### src/rtl/mul_pkg.sv
// mul_pkg: shared types and helpers for the RV64M multiply issue path.
//   mul_op_t          - multiply flavour, encoded as funct3[1:0]
//   mul_seq_state_t   - sequencer FSM states
//   mul_op_signedness - {arg1_is_signed, arg2_is_signed} for an op
package mul_pkg;

    typedef enum logic [1:0] {
        MUL    = 2'b00,
        MULH   = 2'b01,
        MULHSU = 2'b10,
        MULHU  = 2'b11
    } mul_op_t;

    typedef enum logic [1:0] {
        IDLE = 2'b00,
        RUN  = 2'b01,
        DONE = 2'b10
    } mul_seq_state_t;

    // MUL only uses the low half, which does not depend on signedness, so it
    // runs unsigned like MULHU.
    function automatic logic [1:0] mul_op_signedness(input mul_op_t op);
        logic [1:0] sign_s;
        case (op)
            MULH:    sign_s = 2'b11;
            MULHSU:  sign_s = 2'b10;
            MULHU:   sign_s = 2'b00;
            MUL:     sign_s = 2'b00;
            default: sign_s = 2'b00;
        endcase
        return sign_s;
    endfunction

endpackage

### src/rtl/mul_sequencer_if.sv
// mul_sequencer_if: issue (in_*) and writeback (out_*) handshakes of the
// multiply sequencer.
//   master - the issuing pipeline: drives the op and out_ready
//   slave  - the sequencer: drives in_ready and the held result
// Parameters width/tag_width must match the mul_sequencer instance.
interface mul_sequencer_if #(
    parameter int width     = 64,
    parameter int tag_width = 5
);
    logic                  in_valid;
    logic                  in_ready;
    mul_pkg::mul_op_t      in_op;
    logic                  in_is_w;
    logic [width-1:0]      in_rs1;
    logic [width-1:0]      in_rs2;
    logic [tag_width-1:0]  in_tag;
    logic                  out_valid;
    logic                  out_ready;
    logic [width-1:0]      out_result;
    logic [tag_width-1:0]  out_tag;

    modport master (
        output in_valid, in_op, in_is_w, in_rs1, in_rs2, in_tag, out_ready,
        input  in_ready, out_valid, out_result, out_tag
    );

    modport slave (
        input  in_valid, in_op, in_is_w, in_rs1, in_rs2, in_tag, out_ready,
        output in_ready, out_valid, out_result, out_tag
    );
endinterface

### src/rtl/mul_result_cache.sv
// mul_result_cache: single-entry memo of the last non-W multiply
// (rs1, rs2, signedness pair, low half, high half). Only built when
// MUL_RESULT_CACHE_EN is defined.
//   clock, reset      - rising-edge clock, synchronous active-high reset
//   clear             - drops the entry (pipeline flush)
//   lookup_*          - key of the op being accepted; hit is combinational
//   fill_*            - entry write on a completed non-W multiply
//   hit, mul, mulh    - lookup result and stored product halves
`ifdef MUL_RESULT_CACHE_EN
module mul_result_cache #(
    parameter int width = 64
) (
    input  logic             clock,
    input  logic             reset,
    input  logic             clear,
    input  logic [width-1:0] lookup_rs1,
    input  logic [width-1:0] lookup_rs2,
    input  logic [1:0]       lookup_sign,
    input  logic             lookup_is_mul,
    input  logic             lookup_is_w,
    input  logic             fill_en,
    input  logic [width-1:0] fill_rs1,
    input  logic [width-1:0] fill_rs2,
    input  logic [1:0]       fill_sign,
    input  logic [width-1:0] fill_mul,
    input  logic [width-1:0] fill_mulh,
    output logic             hit,
    output logic [width-1:0] mul,
    output logic [width-1:0] mulh
);
    logic             valid_r;
    logic [width-1:0] rs1_r;
    logic [width-1:0] rs2_r;
    logic [1:0]       sign_r;
    logic [width-1:0] mul_r;
    logic [width-1:0] mulh_r;

    // Entry storage: cleared by reset/clear, overwritten on every fill.
    always_ff @(posedge clock) begin
        if (reset || clear) begin
            valid_r <= 1'b0;
            rs1_r   <= '0;
            rs2_r   <= '0;
            sign_r  <= 2'b00;
            mul_r   <= '0;
            mulh_r  <= '0;
        end else if (fill_en) begin
            valid_r <= 1'b1;
            rs1_r   <= fill_rs1;
            rs2_r   <= fill_rs2;
            sign_r  <= fill_sign;
            mul_r   <= fill_mul;
            mulh_r  <= fill_mulh;
        end
    end

    // Lookup: MUL's low half matches regardless of the stored signedness.
    always_comb begin
        hit = 1'b0;
        if (valid_r && !lookup_is_w && (lookup_rs1 == rs1_r) && (lookup_rs2 == rs2_r)
            && (lookup_is_mul || (lookup_sign == sign_r))) begin
            hit = 1'b1;
        end else begin
            hit = 1'b0;
        end
    end

    assign mul  = mul_r;
    assign mulh = mulh_r;
endmodule
`endif

### src/rtl/mul_sequencer.sv
// mul_sequencer: issue-side sequencer for the RV64M multiply path. Accepts
// MUL/MULH/MULHSU/MULHU/MULW, runs booth_multiplier_multi_cycle, captures its
// result in the single cycle it is valid and holds it for writeback.
//   clock, reset         - rising-edge clock, synchronous active-high reset
//   flush                - abandon in-flight op and held result
//   io (slave)           - in_* issue handshake, out_* writeback handshake
//   mul_start            - multiplier start, high exactly in RUN
//   mul_arg1/2, *_is_signed - latched operands and signedness from the op
//   mulw_busy, mul_busy, mulw, mul, mulh - multiplier status and results
// Optional feature: MUL_RESULT_CACHE_EN adds a one-entry result cache; an
// accepted op that hits goes straight to DONE without starting the multiplier.
module mul_sequencer
    import mul_pkg::*;
#(
    parameter int width     = 64,
    parameter int tag_width = 5
) (
    input  logic             clock,
    input  logic             reset,
    input  logic             flush,
    mul_sequencer_if.slave   io,
    output logic             mul_start,
    output logic [width-1:0] mul_arg1,
    output logic [width-1:0] mul_arg2,
    output logic             mul_arg1_is_signed,
    output logic             mul_arg2_is_signed,
    input  logic             mulw_busy,
    input  logic             mul_busy,
    input  logic [width-1:0] mulw,
    input  logic [width-1:0] mul,
    input  logic [width-1:0] mulh
);
    mul_seq_state_t       state_r;
    mul_seq_state_t       next_state_s;
    logic [width-1:0]     rs1_r;
    logic [width-1:0]     rs2_r;
    mul_op_t              op_r;
    logic                 is_w_r;
    logic [tag_width-1:0] tag_r;
    logic [width-1:0]     out_result_r;
    logic [tag_width-1:0] out_tag_r;

    logic                 in_ready_s;
    logic                 accept_s;
    logic                 capture_s;
    logic [width-1:0]     capture_val_s;
    logic [1:0]           op_sign_s;
    logic                 hit_s;
    logic [width-1:0]     hit_val_s;

    // MULW runs as an unsigned 32x32 multiply; only the low word matters.
    assign op_sign_s = is_w_r ? 2'b00 : mul_op_signedness(op_r);

`ifdef MUL_RESULT_CACHE_EN
    logic [1:0]       lookup_sign_s;
    logic [width-1:0] cache_mul_s;
    logic [width-1:0] cache_mulh_s;

    assign lookup_sign_s = mul_op_signedness(io.in_op);

    mul_result_cache #(.width(width)) u_cache (
        .clock         (clock),
        .reset         (reset),
        .clear         (flush),
        .lookup_rs1    (io.in_rs1),
        .lookup_rs2    (io.in_rs2),
        .lookup_sign   (lookup_sign_s),
        .lookup_is_mul (io.in_op == MUL),
        .lookup_is_w   (io.in_is_w),
        .fill_en       (capture_s && !is_w_r),
        .fill_rs1      (rs1_r),
        .fill_rs2      (rs2_r),
        .fill_sign     (op_sign_s),
        .fill_mul      (mul),
        .fill_mulh     (mulh),
        .hit           (hit_s),
        .mul           (cache_mul_s),
        .mulh          (cache_mulh_s)
    );

    assign hit_val_s = (io.in_op == MUL) ? cache_mul_s : cache_mulh_s;
`else
    assign hit_s     = 1'b0;
    assign hit_val_s = '0;
`endif

    // Next-state, handshake and capture decode. reset/flush dominate so nothing
    // is accepted or captured in those cycles.
    always_comb begin
        next_state_s  = state_r;
        in_ready_s    = 1'b0;
        accept_s      = 1'b0;
        capture_s     = 1'b0;
        capture_val_s = '0;
        if (reset || flush) begin
            next_state_s = IDLE;
        end else begin
            case (state_r)
                IDLE: begin
                    in_ready_s = 1'b1;
                    if (io.in_valid) begin
                        accept_s     = 1'b1;
                        next_state_s = hit_s ? DONE : RUN;
                    end else begin
                        next_state_s = IDLE;
                    end
                end
                RUN: begin
                    // The multiplier result is only valid in the cycle busy drops.
                    if (is_w_r) begin
                        if (!mulw_busy) begin
                            capture_s     = 1'b1;
                            capture_val_s = mulw;
                            next_state_s  = DONE;
                        end else begin
                            next_state_s  = RUN;
                        end
                    end else begin
                        if (!mul_busy) begin
                            capture_s     = 1'b1;
                            capture_val_s = (op_r == MUL) ? mul : mulh;
                            next_state_s  = DONE;
                        end else begin
                            next_state_s  = RUN;
                        end
                    end
                end
                DONE: begin
                    // A new op may slip in on the same edge the result leaves.
                    in_ready_s = io.out_ready;
                    if (io.out_ready) begin
                        if (io.in_valid) begin
                            accept_s     = 1'b1;
                            next_state_s = hit_s ? DONE : RUN;
                        end else begin
                            next_state_s = IDLE;
                        end
                    end else begin
                        next_state_s = DONE;
                    end
                end
                default: begin
                    next_state_s = IDLE;
                end
            endcase
        end
    end

    // State, operand latch and held-result registers.
    always_ff @(posedge clock) begin
        if (reset) begin
            state_r      <= IDLE;
            rs1_r        <= '0;
            rs2_r        <= '0;
            op_r         <= MUL;
            is_w_r       <= 1'b0;
            tag_r        <= '0;
            out_result_r <= '0;
            out_tag_r    <= '0;
        end else begin
            state_r <= next_state_s;
            if (accept_s) begin
                rs1_r  <= io.in_rs1;
                rs2_r  <= io.in_rs2;
                op_r   <= io.in_op;
                is_w_r <= io.in_is_w;
                tag_r  <= io.in_tag;
            end
            if (capture_s) begin
                out_result_r <= capture_val_s;
                out_tag_r    <= tag_r;
            end else if (accept_s && hit_s) begin
                out_result_r <= hit_val_s;
                out_tag_r    <= io.in_tag;
            end
        end
    end

    // Everything below decodes registered state only; DONE keeps start low for
    // at least one cycle so the multiplier's round counter rewinds.
    assign io.in_ready          = in_ready_s;
    assign io.out_valid         = (state_r == DONE);
    assign io.out_result        = out_result_r;
    assign io.out_tag           = out_tag_r;
    assign mul_start            = (state_r == RUN);
    assign mul_arg1             = rs1_r;
    assign mul_arg2             = rs2_r;
    assign mul_arg1_is_signed   = op_sign_s[1];
    assign mul_arg2_is_signed   = op_sign_s[0];
endmodule

### src/flat_wrapper.sv
// flat-port wrapper written by rule: the top's interface ports become plain ports
module mul_sequencer_flat import mul_pkg::*;
#(
    parameter int width     = 64,
    parameter int tag_width = 5
)
  (clock, reset, flush, mul_start, mul_arg1, mul_arg2, mul_arg1_is_signed, mul_arg2_is_signed, mulw_busy, mul_busy, mulw, mul, mulh, io_in_valid, io_in_op, io_in_is_w, io_in_rs1, io_in_rs2, io_in_tag, io_out_ready, io_in_ready, io_out_valid, io_out_result, io_out_tag);
  mul_sequencer_if #(.width(width), .tag_width(tag_width)) io_i ();
  input  logic clock;
  input  logic reset;
  input  logic flush;
  output logic mul_start;
  output logic [width-1:0] mul_arg1;
  output logic [width-1:0] mul_arg2;
  output logic mul_arg1_is_signed;
  output logic mul_arg2_is_signed;
  input  logic mulw_busy;
  input  logic mul_busy;
  input  logic [width-1:0] mulw;
  input  logic [width-1:0] mul;
  input  logic [width-1:0] mulh;
  input wire logic [$bits(io_i.in_valid)-1:0] io_in_valid;
  input wire logic [$bits(io_i.in_op)-1:0] io_in_op;
  input wire logic [$bits(io_i.in_is_w)-1:0] io_in_is_w;
  input wire logic [$bits(io_i.in_rs1)-1:0] io_in_rs1;
  input wire logic [$bits(io_i.in_rs2)-1:0] io_in_rs2;
  input wire logic [$bits(io_i.in_tag)-1:0] io_in_tag;
  input wire logic [$bits(io_i.out_ready)-1:0] io_out_ready;
  output wire logic [$bits(io_i.in_ready)-1:0] io_in_ready;
  output wire logic [$bits(io_i.out_valid)-1:0] io_out_valid;
  output wire logic [$bits(io_i.out_result)-1:0] io_out_result;
  output wire logic [$bits(io_i.out_tag)-1:0] io_out_tag;
  assign io_i.in_valid = io_in_valid;
  assign io_i.in_op = io_in_op;
  assign io_i.in_is_w = io_in_is_w;
  assign io_i.in_rs1 = io_in_rs1;
  assign io_i.in_rs2 = io_in_rs2;
  assign io_i.in_tag = io_in_tag;
  assign io_i.out_ready = io_out_ready;
  assign io_in_ready = io_i.in_ready;
  assign io_out_valid = io_i.out_valid;
  assign io_out_result = io_i.out_result;
  assign io_out_tag = io_i.out_tag;
  mul_sequencer #(.width(width), .tag_width(tag_width)) u_core (.clock(clock), .reset(reset), .flush(flush), .io(io_i), .mul_start(mul_start), .mul_arg1(mul_arg1), .mul_arg2(mul_arg2), .mul_arg1_is_signed(mul_arg1_is_signed), .mul_arg2_is_signed(mul_arg2_is_signed), .mulw_busy(mulw_busy), .mul_busy(mul_busy), .mulw(mulw), .mul(mul), .mulh(mulh));
endmodule
### config.mk
export PLATFORM = sky130hd
export DESIGN_NAME = mul_sequencer_flat
export DESIGN_NICKNAME = d
export VERILOG_FILES = /design/src/rtl/mul_pkg.sv /design/src/rtl/mul_sequencer_if.sv /design/src/rtl/mul_result_cache.sv /design/src/rtl/mul_sequencer.sv /design/src/flat_wrapper.sv
export SDC_FILE = /design/constraint.sdc
export NUM_CORES = 1
export LEC_CHECK = 0
export CORE_AREA = 2 2 210 212
export DETAILED_ROUTE_END_ITERATION = 10
export DIE_AREA = 0 0 212 214
export GPL_ROUTABILITY_DRIVEN = 0
export HOLD_SLACK_MARGIN = 0.1
export PLACE_DENSITY = 0.51
export SLEW_MARGIN = 30
export SYNTH_ARGS = -nofsm -noshare
export SYNTH_HDL_FRONTEND = slang
export SYNTH_SLANG_ARGS = --single-unit
### constraint.sdc
create_clock -name clock -period 2 [get_ports clock]
set_input_delay 0.4 -clock clock [delete_from_list [all_inputs] [get_ports clock]]
set_output_delay 0.4 -clock clock [all_outputs]
set_load 0.1 [all_outputs]
### After elaboration in Yosys (flattened, before gate mapping)

Cells that the tools add are included.

| word-level totals | value |
|---|---|
| input port bits | 335 |
| register bits | 207 |
| logic and storage cells | 43 |
| output and inout port bits | 202 |

| cells by class | value |
|---|---|
| reduce and logical (&&, ||, !) cells | 5 |
| multiplexer cells | 25 |
| equal/unequal tests | 5 |

Operators with widths:

| cell | number |
|---|---|
| 2-to-1 mux 64 bit | 6 |
| one-hot mux 2 bit (3 select lines) | 2 |
| 2-to-1 mux 1 bit | 10 |
| 2-to-1 mux 2 bit | 5 |
| == test 2 bit (second input constant) | 3 |
| == test 2 x 1 -> 1 bit (second input constant) | 2 |
| zero test 2 bit | 2 |
| one-hot mux 1 bit (2 select lines) | 2 |
| OR reduction 2 bit | 2 |
| logical OR 1 bit | 1 |

### Depth between registers and ports, before layout

| depth | value |
|---|---|
| depth in word-level cells | 6 |
| gate-level depth with buffers | 7 |
| gate-level depth less buffers | 5 |

### Worst setup path before layout

Ideal clock, no wire load.

| timing path | value |
|---|---|
| kind | input -> output |
| start point | input port io_out_ready |
| end point | output port io_in_ready |
| cell stages on the path | 4 |
| slack | -2,135 ps |
| arrival time | 3,735 ps |
| data required time | 1,600 ps |
| buffers on the path | 2 |
| cells stage by stage | and2b_1 buf_2 buf_2 nor4_1 |

| between the ends | value |
|---|---|
| longest elaborated chain between the ends | 2 |

Ends and longest elaborated chain:

| item | line | RTL |
|---|---|---|
| from (decl) | flat_wrapper.sv:28 | `input wire logic [$bits(io_i.out_ready)-1:0] io_out_ready;` |
| one-hot mux 1 bit (2 select lines) | mul_sequencer.sv:98 | `case (state_r)` |
| 2-to-1 mux 1 bit | mul_sequencer.sv:95 | `if (reset \|\| flush) begin` |
| to (decl) | flat_wrapper.sv:29 | `output wire logic [$bits(io_i.in_ready)-1:0] io_in_ready;` |

Every way passes these cells.

### Final worst setup path

| timing path | value |
|---|---|
| start point | register u_core.state_r[1] |
| end point | output port io_in_ready |

| between the ends | value |
|---|---|
| longest elaborated chain between the ends | 3 |
| elaborated cells between the ends (all ways) | 4 |

Ends and longest elaborated chain:

| item | line | RTL |
|---|---|---|
| from (decl) | mul_sequencer.sv:33 | `mul_seq_state_t state_r;` |
| from (signal assigned) | mul_sequencer.sv:161 | `state_r <= next_state_s;` |
| == test 2 bit / zero test 2 bit (equally long branches) | mul_sequencer.sv:98 |  |
| one-hot mux 1 bit (2 select lines) * | mul_sequencer.sv:98 |  |
| 2-to-1 mux 1 bit * | mul_sequencer.sv:95 |  |

Mark *: on every way between the ends. The rest lies on a longest branch, timed or not.

==> reports/metrics.yaml <==
detailed_routing:
  route.detailed.wl_per_inst_um: 21.4
  total_vias_in_the_final_route: 11186
  dr.first_iter.drc_count: 426
  drt.antenna.violating_nets: 0
  wl_um: 47400
  number_of_iterations_in_the_first_detailed_routing_pass: 5
  number_of_drc_violations_after_detailed_routing: 0
  drt-vias-per-instance: 5.06
die:
  number_of_ports_placed_on_the_die_boundary: 537
  die_height_um: 214
  initial_core_util_pct: 26.0
  design.core.area_mm2: 0.0429
  floorplan.rows: 76
  floorplan.die_area_mm2: 0.0454
  dieWidth_um: 212
global_routing:
  grt_pass1_wl_um: 69100
  antenna_found_initial: 4
  largest_net_degree_at_the_start_of_global_routing: 133
  total_global_routing_track_utilization_pct: 19.5
  first_global_vias: 11154
  global_route.overflow_total: 0
placed_design:
  dp_slack_ns: -0.177
  hpwlAfterDp_um: 33600
  placed_insts: 2158
  io_buffer_count: 536
power:
  design_power_total_uw: 11600
  cellPowerDensity_mw_per_mm2: 654
  cellLeakagePower_uw: 0.00604
  peakVddDrop_mv: 0.586
clock_tree:
  clk_pin_slew_worst_paths_ns: 0.06
  clockBufferDepth: 3
  cts_tree: "yes"
  cts_root_buf: "clkbuf_16"
  number_of_buffers_created_by_cts: 27
  htree_levels: 1
  clk_latency_ns: 0.55
  clock_sink_count: 207
sta:
  max-slew-margin-rel_pct: 40.7
  post-route-worst-setup-slack_ns: 0.0530
  tightest_pin_transition_ns: 0.890
  finalHoldViolCount: 0
  slew_viol_final: 0
  final.setup_skew_ns: 0.00973
  final_min_period_over_clock_period_pct: 97.3
  upper_clock_frequency_limit_mhz: 514
  hold_slack_ns: 0.325
  final.setup.tns_ns: 0
  final.min_clock_period_ns: 1.95
  setup-violations-final: 0
  grt_setup_unrepaired: "true"
worst_hold_path:
  hold_class: "in -> reg"
final_layout:
  layout.filler_cells: 4245
  syn_to_final_growth_pct: 59.6
  nets: 1943
  proportion_of_layout_cells_with_a_drive_suffix_above_1_pct: 32.1
  stdcell_count: 2212
outcome:
  run_status: "completed"
synthesis:
  ys_seq_elements: 207
  synth_sequential_area_ratio_pct: 37.2
  mappedNetlistArea_mm2: 0.0111
  yosys.cell_types.count: 31
  synthesis.yosys.warnings: 0
  syn_avg_cell_area_um2: 9.81
  post_synth_inst_count: 1136
  syn_nets: 1473
critical_path:
  worstPathRequired_ns: 1.60
  crit_path_max_fanout: 2
  setup.worst_path.start_class: "flop"
  worstSetupEndpointType: "primary output"
  timing.critical_path.arrival_ns: 1.55
  critPathKind: "reg -> out"
run:
  max_capacitance_violation_count: 0
[synthesized netlist by cell type (all sizes together)]
cell     number  share of area, %
nand2b       65               3.6
nor2b         4              0.22
o21ai        69               3.2
nor4          1             0.056
inv           3              0.10
buf         101               5.9
nor3          1             0.045
o32ai         1             0.079
o2111ai      64               5.0
nand4b      136                11
nor4b         1              0.21
clkbuf       64               2.2
a22oi         1             0.067
a21oi       205               9.2
ha            2              0.22
or4b          1             0.090
o31ai       136                15
or3b          1              0.10
and2b         1             0.067
mux2         65               6.6
nor3b         1              0.11
mux2i         1              0.12
dfxtp       207                37
nand3         5              0.22
[layout by cell type (no fill, tap or decap), drive strengths merged, types with 2 or more instances in the layout]
master         count
a21oi            205
buf              272
clkbuf            42
clkdlybuf4s50    331
clkinv             3
dfxtp            207
diode              2
dlymetal6s2s       2
ha                 2
inv                5
mux2              65
nand2b            65
nand3              5
nand4b           136
nor2b              4
o2111ai           64
o21ai             69
o31ai            136
[sequential cells by signal, summed over array words and instances (netlist names)]
signal,count
u_core.io.out_result,64
u_core.mul_arg1,64
u_core.mul_arg2,64
u_core.io.out_tag,5
u_core.tag_r,5
u_core.op_r,2
u_core.state_r,2
u_core.is_w_r,1
[area by class of cell]
type,count,area [um2],share of cell area [%]
well taps,585,732,4.12
clock inverters,6,40.0,0.225
diodes,2,5.00,0.0282
clock buffers,42,823,4.63
inverters,3,11.3,0.0633
flip-flops and latches,207,4160,23.4
multi-input cells,761,6160,34.7
repair buffers,606,5840,32.9
[through the flow]
step	util (%)	area [um2]
floorplan	-	11200
global placement	39.3	16800
detailed placement	39.3	16800
CTS	41.4	17800
global route	41.4	17800
finish	41.5	17800
[repair_timing]
action / CTS / global route
endpoints found under the setup margin: 4 / 2
hold buffers: 1 / 0
setup buffers: 3 / 0
gates resized for setup: 9 / 3
endpoints found under the hold margin: 2 / 0
pin swaps: 1 / 1
[power breakdown]
part	total, uW	switching (uW)	internal (uW)
Sequential	4300	74.1	4220
Combinational	2550	1450	1100
Clock	4780	1960	2820
Total	11600	3480	8140
[final timing paths]
kind	start	end	slack, ns	cells after the start
max	u_core.state_r[1]	io_in_ready	0.05	3
min	flush	u_core.state_r[1]	0.33	3
max reg2reg	u_core.op_r[0]	u_core.io.out_result[60]	0.19	7
min reg2reg	u_core.io.out_result[53]	u_core.io.out_result[53]	0.47	2
[cell families (layout without fill, tap and decap cells)]
family	count (synthesis)	in the layout	share of synthesized area [%]
compound gates	476	476	32.2
simple gates	217	217	15.5
flops	207	207	37.2
buf+inv	168	657	8.21
mux	66	66	6.73
fa+ha+maj	2	2	0.225
other cells	0	2	0
[critical path, stage by stage (launching register included)]
cell     delay, ns
dfxtp_4       0.35
and2b_4       0.18
nor4_4        0.24
buf_12        0.22
[routing by layer]
layer | GRT usage [%] | share of wire [%] | vias up | routed length [um]
li1 | - | - | 5325 | -
met1 | 22.4 | 39 | 5399 | 18600
met2 | 34.5 | 49 | 398 | 23400
met3 | 6.13 | 8.8 | 62 | 4190
met4 | 5.38 | 2.4 | 2 | 1150
met5 | 0 | 0.027 | - | 13
Note: power is estimated with default switching activity, not from simulation.
